File: src/rtl/mux_arbiter_4_to_1_if.sv
// Handshake bundle between four requesters, the arbiter and its sink.
// The arbiter takes the slave view and the environment takes the master view.
interface mux_arbiter_4_to_1_if #(
  parameter int NBits = 32
);
  logic [3:0]       Req_i;
  logic [NBits-1:0] Data_0_i;
  logic [NBits-1:0] Data_1_i;
  logic [NBits-1:0] Data_2_i;
  logic [NBits-1:0] Data_3_i;
  logic             Ready_i;
  logic [1:0]       Selector_o;
  logic [3:0]       Grant_o;
  logic             Valid_o;
  logic [NBits-1:0] Data_o;
  logic [3:0]       Ack_o;
  logic             Busy_o;

  modport slave (
    input  Req_i, Data_0_i, Data_1_i,
    input  Data_2_i, Data_3_i, Ready_i,
    output Selector_o, Grant_o, Valid_o,
    output Data_o, Ack_o, Busy_o
  );

  modport master (
    output Req_i, Data_0_i, Data_1_i,
    output Data_2_i, Data_3_i, Ready_i,
    input  Selector_o, Grant_o, Valid_o,
    input  Data_o, Ack_o, Busy_o
  );
endinterface

File: src/rtl/mux_arbiter_4_to_1.sv
// Round-robin 4:1 arbiter with registered mux output.
// Each transfer runs IDLE -> SEND (wait Ready) -> ACK.
module mux_arbiter_4_to_1 #(
  parameter int NBits = 32
) (
  input logic                   clk,
  input logic                   reset,
  mux_arbiter_4_to_1_if.slave   bus
);

  typedef enum logic [1:0] {
    IDLE = 2'd0,
    SEND = 2'd1,
    ACK  = 2'd2
  } state_t;

  state_t           r_state;
  logic [1:0]       r_last;
  logic [1:0]       r_sel;
  logic [3:0]       r_grant;
  logic             r_valid;
  logic [NBits-1:0] r_data;
  logic [3:0]       r_ack;
  logic             r_busy;

  state_t           w_state;
  logic [1:0]       w_last;
  logic [1:0]       w_sel;
  logic [3:0]       w_grant;
  logic             w_valid;
  logic [NBits-1:0] w_data;
  logic [3:0]       w_ack;
  logic             w_busy;

  logic             w_found;
  logic [1:0]       w_pick;
  logic [1:0]       w_idx;
  logic [NBits-1:0] w_mux;

  // Search starts just after the last served requester
  always_comb begin
    w_found = 1'b0;
    w_pick  = 2'd0;
    w_idx   = 2'd0;
    for (int i = 1; i < 5; i++) begin
      w_idx = r_last + 2'(i);
      if (!w_found && bus.Req_i[w_idx]) begin
        w_found = 1'b1;
        w_pick  = w_idx;
      end
    end
  end

  always_comb begin
    w_mux = bus.Data_0_i;
    unique case (w_pick)
      2'd0: w_mux = bus.Data_0_i;
      2'd1: w_mux = bus.Data_1_i;
      2'd2: w_mux = bus.Data_2_i;
      2'd3: w_mux = bus.Data_3_i;
    endcase
  end

  always_comb begin
    w_state = r_state;
    w_last  = r_last;
    w_sel   = r_sel;
    w_grant = r_grant;
    w_valid = r_valid;
    w_data  = r_data;
    w_ack   = 4'd0;
    unique case (r_state)
      IDLE: begin
        w_valid = 1'b0;
        w_grant = 4'd0;
        if (w_found) begin
          w_sel   = w_pick;
          w_grant = 4'b0001 << w_pick;
          w_data  = w_mux;
          w_valid = 1'b1;
          w_state = SEND;
        end
      end
      SEND: begin
        if (bus.Ready_i) begin
          w_valid = 1'b0;
          w_grant = 4'd0;
          w_ack   = 4'b0001 << r_sel;
          w_last  = r_sel;
          w_state = ACK;
        end
      end
      ACK: begin
        w_state = IDLE;
      end
      default: begin
        w_state = IDLE;
        w_valid = 1'b0;
        w_grant = 4'd0;
      end
    endcase
    w_busy = (w_state != IDLE);
  end

  always_ff @(posedge clk or posedge reset) begin
    if (reset) begin
      r_state <= IDLE;
      r_last  <= 2'd3;
      r_sel   <= 2'd0;
      r_grant <= 4'd0;
      r_valid <= 1'b0;
      r_data  <= '0;
      r_ack   <= 4'd0;
      r_busy  <= 1'b0;
    end else begin
      r_state <= w_state;
      r_last  <= w_last;
      r_sel   <= w_sel;
      r_grant <= w_grant;
      r_valid <= w_valid;
      r_data  <= w_data;
      r_ack   <= w_ack;
      r_busy  <= w_busy;
    end
  end

  assign bus.Selector_o = r_sel;
  assign bus.Grant_o    = r_grant;
  assign bus.Valid_o    = r_valid;
  assign bus.Data_o     = r_data;
  assign bus.Ack_o      = r_ack;
  assign bus.Busy_o     = r_busy;

endmodule
File: src/flat_wrapper.sv
// flat-port wrapper written by rule: the top's interface ports become plain ports
module mux_arbiter_4_to_1_flat 
#(
  parameter int NBits = 32
)
  (clk, reset, bus_Req_i, bus_Data_0_i, bus_Data_1_i, bus_Data_2_i, bus_Data_3_i, bus_Ready_i, bus_Selector_o, bus_Grant_o, bus_Valid_o, bus_Data_o, bus_Ack_o, bus_Busy_o);
  mux_arbiter_4_to_1_if #(.NBits(NBits)) bus_i ();
  input logic clk;
  input logic reset;
  input wire logic [$bits(bus_i.Req_i)-1:0] bus_Req_i;
  input wire logic [$bits(bus_i.Data_0_i)-1:0] bus_Data_0_i;
  input wire logic [$bits(bus_i.Data_1_i)-1:0] bus_Data_1_i;
  input wire logic [$bits(bus_i.Data_2_i)-1:0] bus_Data_2_i;
  input wire logic [$bits(bus_i.Data_3_i)-1:0] bus_Data_3_i;
  input wire logic [$bits(bus_i.Ready_i)-1:0] bus_Ready_i;
  output wire logic [$bits(bus_i.Selector_o)-1:0] bus_Selector_o;
  output wire logic [$bits(bus_i.Grant_o)-1:0] bus_Grant_o;
  output wire logic [$bits(bus_i.Valid_o)-1:0] bus_Valid_o;
  output wire logic [$bits(bus_i.Data_o)-1:0] bus_Data_o;
  output wire logic [$bits(bus_i.Ack_o)-1:0] bus_Ack_o;
  output wire logic [$bits(bus_i.Busy_o)-1:0] bus_Busy_o;
  assign bus_i.Req_i = bus_Req_i;
  assign bus_i.Data_0_i = bus_Data_0_i;
  assign bus_i.Data_1_i = bus_Data_1_i;
  assign bus_i.Data_2_i = bus_Data_2_i;
  assign bus_i.Data_3_i = bus_Data_3_i;
  assign bus_i.Ready_i = bus_Ready_i;
  assign bus_Selector_o = bus_i.Selector_o;
  assign bus_Grant_o = bus_i.Grant_o;
  assign bus_Valid_o = bus_i.Valid_o;
  assign bus_Data_o = bus_i.Data_o;
  assign bus_Ack_o = bus_i.Ack_o;
  assign bus_Busy_o = bus_i.Busy_o;
  mux_arbiter_4_to_1 #(.NBits(NBits)) u_core (.clk(clk), .reset(reset), .bus(bus_i));
endmodule
File: config.mk
export PLATFORM = sky130hd
export DESIGN_NAME = mux_arbiter_4_to_1_flat
export DESIGN_NICKNAME = d
export VERILOG_FILES = /design/src/rtl/mux_arbiter_4_to_1_if.sv /design/src/rtl/mux_arbiter_4_to_1.sv /design/src/flat_wrapper.sv
export SDC_FILE = /design/constraint.sdc
export NUM_CORES = 1
export LEC_CHECK = 0
export ABC_AREA = 0
export CELL_PAD_IN_SITES_DETAIL_PLACEMENT = 1
export CELL_PAD_IN_SITES_GLOBAL_PLACEMENT = 1
export CORE_MARGIN = 2
export CORE_UTILIZATION = 27
export DETAILED_ROUTE_END_ITERATION = 7
export PLACE_DENSITY = 0.88
export SLEW_MARGIN = 20
export SYNTH_ARGS = -nofsm -noshare
export SYNTH_HDL_FRONTEND = slang
export SYNTH_SLANG_ARGS = --single-unit
File: constraint.sdc
create_clock -name clk -period 1.9 [get_ports clk]
set_input_delay 0.38 -clock clk [delete_from_list [all_inputs] [get_ports clk]]
set_output_delay 0.38 -clock clk [all_outputs]
set_load 0.05 [all_outputs]
Word-level counts from Yosys, hierarchy flattened
Index checks and enable logic that the tools add are counted.
W data, S select, Z words.
- register bits: 48
- input port bits: 135
- output and inout bits: 44
- $add $sub $neg: 3
- $lt $le $gt $ge: 4
- eq/ne operators: 6
- shifts and indexed selects: 2
- multiplexer cells: 28
- bitwise operators: 1
- reduce and logical (&&, ||, !) cells: 12
- operators with widths (cell ; count):
    $pmux W32 S4 ; 1
    $mux W4 ; 4
    $lt A2 B3 Y1 const B ; 4
    $mux W2 ; 6
    $pmux W4 S3 ; 1
    $mux W1 ; 10
    $bmux W1 S2 ; 4
    $shl A1 B2 Y4 const A ; 2
    $eq A2 B2 Y1 const B ; 3
    $reduce_and A2 Y1 ; 3
    $add A2 B2 Y2 const B ; 2
    $eq A2 B1 Y1 const B ; 2
    $logic_not A2 Y1 ; 2
    $pmux W2 S2 ; 1
    $logic_and A1 B1 Y1 ; 3
    $logic_not A1 Y1 ; 3
    $pmux W1 S3 ; 1
    $add A2 B1 Y2 const B ; 1
    $ne A2 B2 Y1 const B ; 1
    $reduce_bool A2 Y1 ; 1
    $not A1 Y1 ; 1

Logic depth before layout (Yosys ltp)
- depth after elaboration: 16
- mapped depth: 7
- gate-level depth less buffers: 5

Worst setup path after synthesis
Ideal clock, no wire load.
- path type: reg-to-reg
- start: register u_core.r_last[1]
- end: register u_core.r_data[10], in the netlist u_core.bus.Data_o[10]
- setup time: 133 ps
- data arrival time: 1636 ps
- data required time: 1767 ps
- slack: 131 ps
- stages on the path, launching flop included: 8
- path buffers: 2
- clock period less this slack: 1769 ps
- cells stage by stage: dfstp_2 > nand2b_1 > a21oi_2 > o221ai_4 > buf_6 > buf_6 > mux2i_1 > o221ai_2
- cells in the longest elaborated chain, start to end: 15
- RTL lines (item ; line ; text):
    start, declared ; mux_arbiter_4_to_1.sv:18 ; logic [1:0] r_last;
    start signal, assigned ; mux_arbiter_4_to_1.sv:117 ; r_last <= w_last;
    $add A2 B1 Y2 ; mux_arbiter_4_to_1.sv:46 ; w_idx = r_last + 2'(i);
    $bmux W1 S2 ; mux_arbiter_4_to_1.sv:47 ; if (!w_found && bus.Req_i[w_idx]) begin
    $mux W1 (not written as such) ; mux_arbiter_4_to_1.sv:47 ;
    $mux W1 ; mux_arbiter_4_to_1.sv:47 ;
    $logic_not A1 Y1 ; mux_arbiter_4_to_1.sv:47 ;
    $logic_and A1 B1 Y1 ; mux_arbiter_4_to_1.sv:47 ;
    $mux W1 ; mux_arbiter_4_to_1.sv:47 ;
    $logic_not A1 Y1 ; mux_arbiter_4_to_1.sv:47 ;
    $logic_and A1 B1 Y1 ; mux_arbiter_4_to_1.sv:47 ;
    $mux W1 ; mux_arbiter_4_to_1.sv:47 ;
    $logic_not A1 Y1 ; mux_arbiter_4_to_1.sv:47 ;
    $logic_and A1 B1 Y1 ; mux_arbiter_4_to_1.sv:47 ;
    $mux W2 ; mux_arbiter_4_to_1.sv:47 ;
    $eq A2 B2 Y1, or another cell as far along ; mux_arbiter_4_to_1.sv:56 ; unique case (w_pick)
    $pmux W32 S4 ; mux_arbiter_4_to_1.sv:56 ;
    end signal, assigned ; mux_arbiter_4_to_1.sv:121 ; r_data <= w_data;
    end, declared ; mux_arbiter_4_to_1.sv:22 ; logic [NBits-1:0] r_data;
Parallel ways exist; a longest one is shown, timed or not. The select of a mux whose other input is x is not followed.
A chain may end at the register's enable or synchronous reset.

Final worst setup path
- start: register u_core.r_last[1]
- end: register u_core.r_data[29], in the netlist u_core.bus.Data_o[29]
Same word-level chain as after synthesis.

==> impl_results.md <==
- Worst r2r dst: u_core.bus.Data_o[29]
- Max Clock Freq: 525 MHz
- Count of cell instances traversed by the critical path: 7
- Site Rows: 37
- Root Driver: sky130_fd_sc_hd__clkbuf_8
- Actual transition at the worst max-transition pin: 0.530 ns
- Post-layout minimum cycle time: 1.90 ns
- Share of the cycle needed by the critical path after routing: 100%
- Share of async-settable or async-resettable flops after synthesis: 100%
- Summed instance area of the synthesized netlist: 2780 µm²
- Antenna viol nets, final: 0
- Number of search-and-repair iterations in the first detailed-routing pass: 4
- Count of endpoints failing setup in the final report: 4
- Delay of the slowest cell on the worst path: 0.62 ns
- Fraction of the yosys area taken by sequential cells: 43.3%
- Utilization after layout: 52.7%
- Pin count of the biggest net entering global routing: 29
- Critical path buffers and inverters: 2
- Cell variety after synth: 32
- Area of the die: 11,100 µm²
- Number of clock sinks: 48
- Outcome: complete, but fails checks
- Max Buffers Root-to-Sink: 2
- Maximum Capacitance Violations: 0
- Beginning of the critical path: u_core.r_last[1]
- Core area: 10,100 µm²
- Area Growth Syn to Fin: 92.2%
- Failing checks: setup timing
- Crit path launch type: flip-flop
- Reg2Reg Depth: 7
- Fraction of layout instances using a drive strength above 1: 26.7%
- TritonCTS clock tree: yes
- Slowest stage cell on the critical path: sky130_fd_sc_hd__dfstp_2
- I/O pin count: 179
- Worst VDD drop: 0.514 mV
- Wire length reported by the detailed router: 11,600 µm
- Slew HR: 64.6%
- Number of port buffers: 178
- Drt via density: 4.84
- P per Cell Area: 1430 nW/µm²
- Count of fill cells added during filler insertion: 1,035
- Final standard cell area without fillers: 5350 µm²
- Final weighted congestion in routability-driven placement: 0.764
- Total routing resource utilization after global routing: 19.6%
- DRC viols: 0
- Kind of path behind the tightest hold check: input port to asynchronous set/reset pin
- Largest delay contributor family on the critical path: flip-flops
- Total via count after detailed routing: 2,781
- HPWL Detailed: 8060 µm
- Hold violation total from the final report: 0
- Wire per inst: 20.2 µm
- Starting utilization of the core area: 27.4%
- Vertical die dimension: 105 µm
- Last element of the critical path: u_core.bus.Data_o[29]
- Antenna violations before repair: 0
- Reported leakage power: 2.43 nW
- Syn nets: 377
- Hold WS: 0.342 ns
- Placed standard-cell area: 4790 µm²
- Smallest setup slack after layout: -0.00497 ns
- Iteration-0 DRC count of the detailed router: 48
- Worst path cell trace: buf_4 > a21oi_1 > a31o_1 > o22ai_4 > or2_4 > buf_12 > o221ai_1
- Required time worst endpoint: 2.08 ns
- Via count of the first global-routing pass: 3,177
- Gr ovfl total: 0
- Antenna Diode Count: 0
- Clock-pin slew on the worst setup and hold paths: 0.10 ns
- H-tree lvl count: 2
- Final count of pins violating max slew: 0
- Number of clock buffers inserted by TritonCTS: 5
- Data arrival at the endpoint of the critical path: 2.08 ns
- Worst setup path class: flip-flop to flip-flop
- Top_reg_cell synth: sky130_fd_sc_hd__dfrtp_1
- Clock insertion delay at the later pin of the skew report: 0.30 ns
- Mean instance size in the synthesized netlist: 11.5 µm²
- Flip-flop and latch count after synthesis: 48
- Type of destination of the critical path: flip-flop
- Number of nets in the layout: 572
- Maximum clock skew at final layout: 0.00608 ns
- Global-route wire length before repair: 17,000 µm
- Maximum fanout encountered on the critical timing path: 12
- Register-to-Register Setup Slack: -0.005 ns
- Floorplan die width: 105 µm
- Launch point of the worst reg-to-reg path: u_core.r_last[1]
- Number of instances in the synthesized netlist: 242
- Worst slack at placement: -0.413 ns
- Unrepaired setup endpoints after global routing: yes
- Post-synth EDFFs: 0
- Yosys warnings: 0
==> sequential cells by signal, summed over array words and instances, names as in the netlist <==
name	cells
u_core.r_last	2
u_core.bus.Selector_o	2
u_core.bus.Grant_o	4
u_core.bus.Valid_o	1
u_core.bus.Data_o	32
u_core.r_state	2
u_core.bus.Busy_o	1
u_core.bus.Ack_o	4
==> layout by cell type (no fill, tap or decap), types with 2 or more instances in the layout <==
cell / synthesis / final
sky130_fd_sc_hd__nor2_1: 5 / 5
sky130_fd_sc_hd__clkbuf_8: 0 / 5
sky130_fd_sc_hd__dlygate4sd2_1: 0 / 3
sky130_fd_sc_hd__clkbuf_16: 0 / 2
sky130_fd_sc_hd__inv_2: 1 / 2
sky130_fd_sc_hd__o21ai_0: 2 / 2
sky130_fd_sc_hd__mux2i_1: 65 / 37
sky130_fd_sc_hd__o221ai_2: 20 / 21
sky130_fd_sc_hd__buf_6: 5 / 4
sky130_fd_sc_hd__mux2i_4: 0 / 12
sky130_fd_sc_hd__dfstp_2: 2 / 2
sky130_fd_sc_hd__dlymetal6s2s_1: 0 / 17
sky130_fd_sc_hd__mux2i_2: 0 / 16
sky130_fd_sc_hd__nand2_1: 44 / 44
sky130_fd_sc_hd__inv_1: 4 / 3
sky130_fd_sc_hd__nand2b_1: 4 / 3
sky130_fd_sc_hd__o221ai_1: 12 / 11
sky130_fd_sc_hd__clkinv_4: 0 / 2
sky130_fd_sc_hd__buf_4: 5 / 30
sky130_fd_sc_hd__dfrtp_1: 46 / 46
sky130_fd_sc_hd__buf_12: 0 / 10
sky130_fd_sc_hd__clkdlybuf4s50_1: 0 / 139
sky130_fd_sc_hd__o21ai_1: 4 / 4
==> cell families after synthesis <==
group / count (synthesis) / synth area share, %
muxes: 65 / 23.4
and+or+nand+nor: 62 / 9.85
DFF: 48 / 43.3
AOI/OAI and AO/OA: 45 / 18.3
buffers and inverters: 22 / 5.22
==> power breakdown <==
| group | internal (mW) | switching (mW) | leakage (nW) | total [mW] |
|---|---|---|---|---|
| clock | 0.397 | 0.387 | 0.0583 | 0.785 |
| sequential | 1.46 | 0.291 | 0.596 | 1.75 |
| combinational | 2.16 | 2.93 | 1.78 | 5.09 |
==> synthesized netlist by cell type, types with 2 or more instances <==
cell type                  count  share of area (%)
sky130_fd_sc_hd__buf_2         5               0.90
sky130_fd_sc_hd__buf_4         5                1.3
sky130_fd_sc_hd__buf_6         5                2.0
sky130_fd_sc_hd__clkbuf_1      2               0.27
sky130_fd_sc_hd__dfrtp_1      46                 41
sky130_fd_sc_hd__dfstp_2       2                1.9
sky130_fd_sc_hd__inv_1         4               0.54
sky130_fd_sc_hd__mux2i_1      65                 23
sky130_fd_sc_hd__nand2_1      44                5.9
sky130_fd_sc_hd__nand2b_1      4               0.90
sky130_fd_sc_hd__nor2_1        5               0.67
sky130_fd_sc_hd__o21ai_0       2               0.36
sky130_fd_sc_hd__o21ai_1       4               0.72
sky130_fd_sc_hd__o221ai_1     12                3.8
sky130_fd_sc_hd__o221ai_2     20                 11
==> layer usage <==
| metal | GRT usage (%) | share of wire, % | vias up |
|---|---|---|---|
| li1 | - | - | 1291 |
| met1 | 21.7 | 38 | 1369 |
| met2 | 37.2 | 54 | 101 |
| met3 | 4.39 | 5.1 | 20 |
| met4 | 6.02 | 2.6 | 0 |
| met5 | 0 | 0 | - |
==> worst register-to-register path: stages (launching register included) <==
cell	delay, ns
sky130_fd_sc_hd__dfstp_2	0.62
sky130_fd_sc_hd__buf_4	0.14
sky130_fd_sc_hd__a21oi_1	0.06
sky130_fd_sc_hd__a31o_1	0.23
sky130_fd_sc_hd__o22ai_4	0.17
sky130_fd_sc_hd__or2_4	0.24
sky130_fd_sc_hd__buf_12	0.17
sky130_fd_sc_hd__o221ai_1	0.15
==> how the worst min path moves through the flow <==
stage	start	end	slack [ns]	depth (start not counted)
finish	reset	u_core.bus.Data_o[14]	0.34	2
global route	reset	u_core.bus.Data_o[14]	0.38	2
CTS	reset	u_core.bus.Data_o[14]	0.34	2
detailed placement	u_core.bus.Grant_o[0]	u_core.bus.Grant_o[0]	0.48	2
global placement	u_core.bus.Valid_o	u_core.bus.Valid_o	0.46	2
floorplan	u_core.r_state[1]	u_core.bus.Busy_o	0.46	1
==> cell type report <==
type	count	area (µm²)	share of cell area (%)
clock buffers	5	68.8	1.29
clock inverters	3	47.5	0.890
inverters	5	18.8	0.351
multi-input cells	172	1690	31.5
flip-flops and latches	48	1200	22.5
well taps	136	170	3.18
repair buffers	205	2150	40.2
==> metrics by stage <==
step	cells	setup TNS (ns)	power (mW)
2_1_floorplan	242	0	4.66
3_3_place_gp	557	-11.32	6.09
3_5_place_dp	557	-13.01	6.23
4_1_cts	574	-0.291	7.43
5_1_grt	574	-2.00	7.97
6_report	574	-0.0143	7.62
==> what timing repair did <==
action                     4_1_cts  5_1_grt
setup buffers                    6        1
cloned                           3        2
hold buffers                     0        0
pin swaps                        2       11
resized for setup               18       58
setup endpoints to repair       30       53
Power figures use the tool's default switching activity.
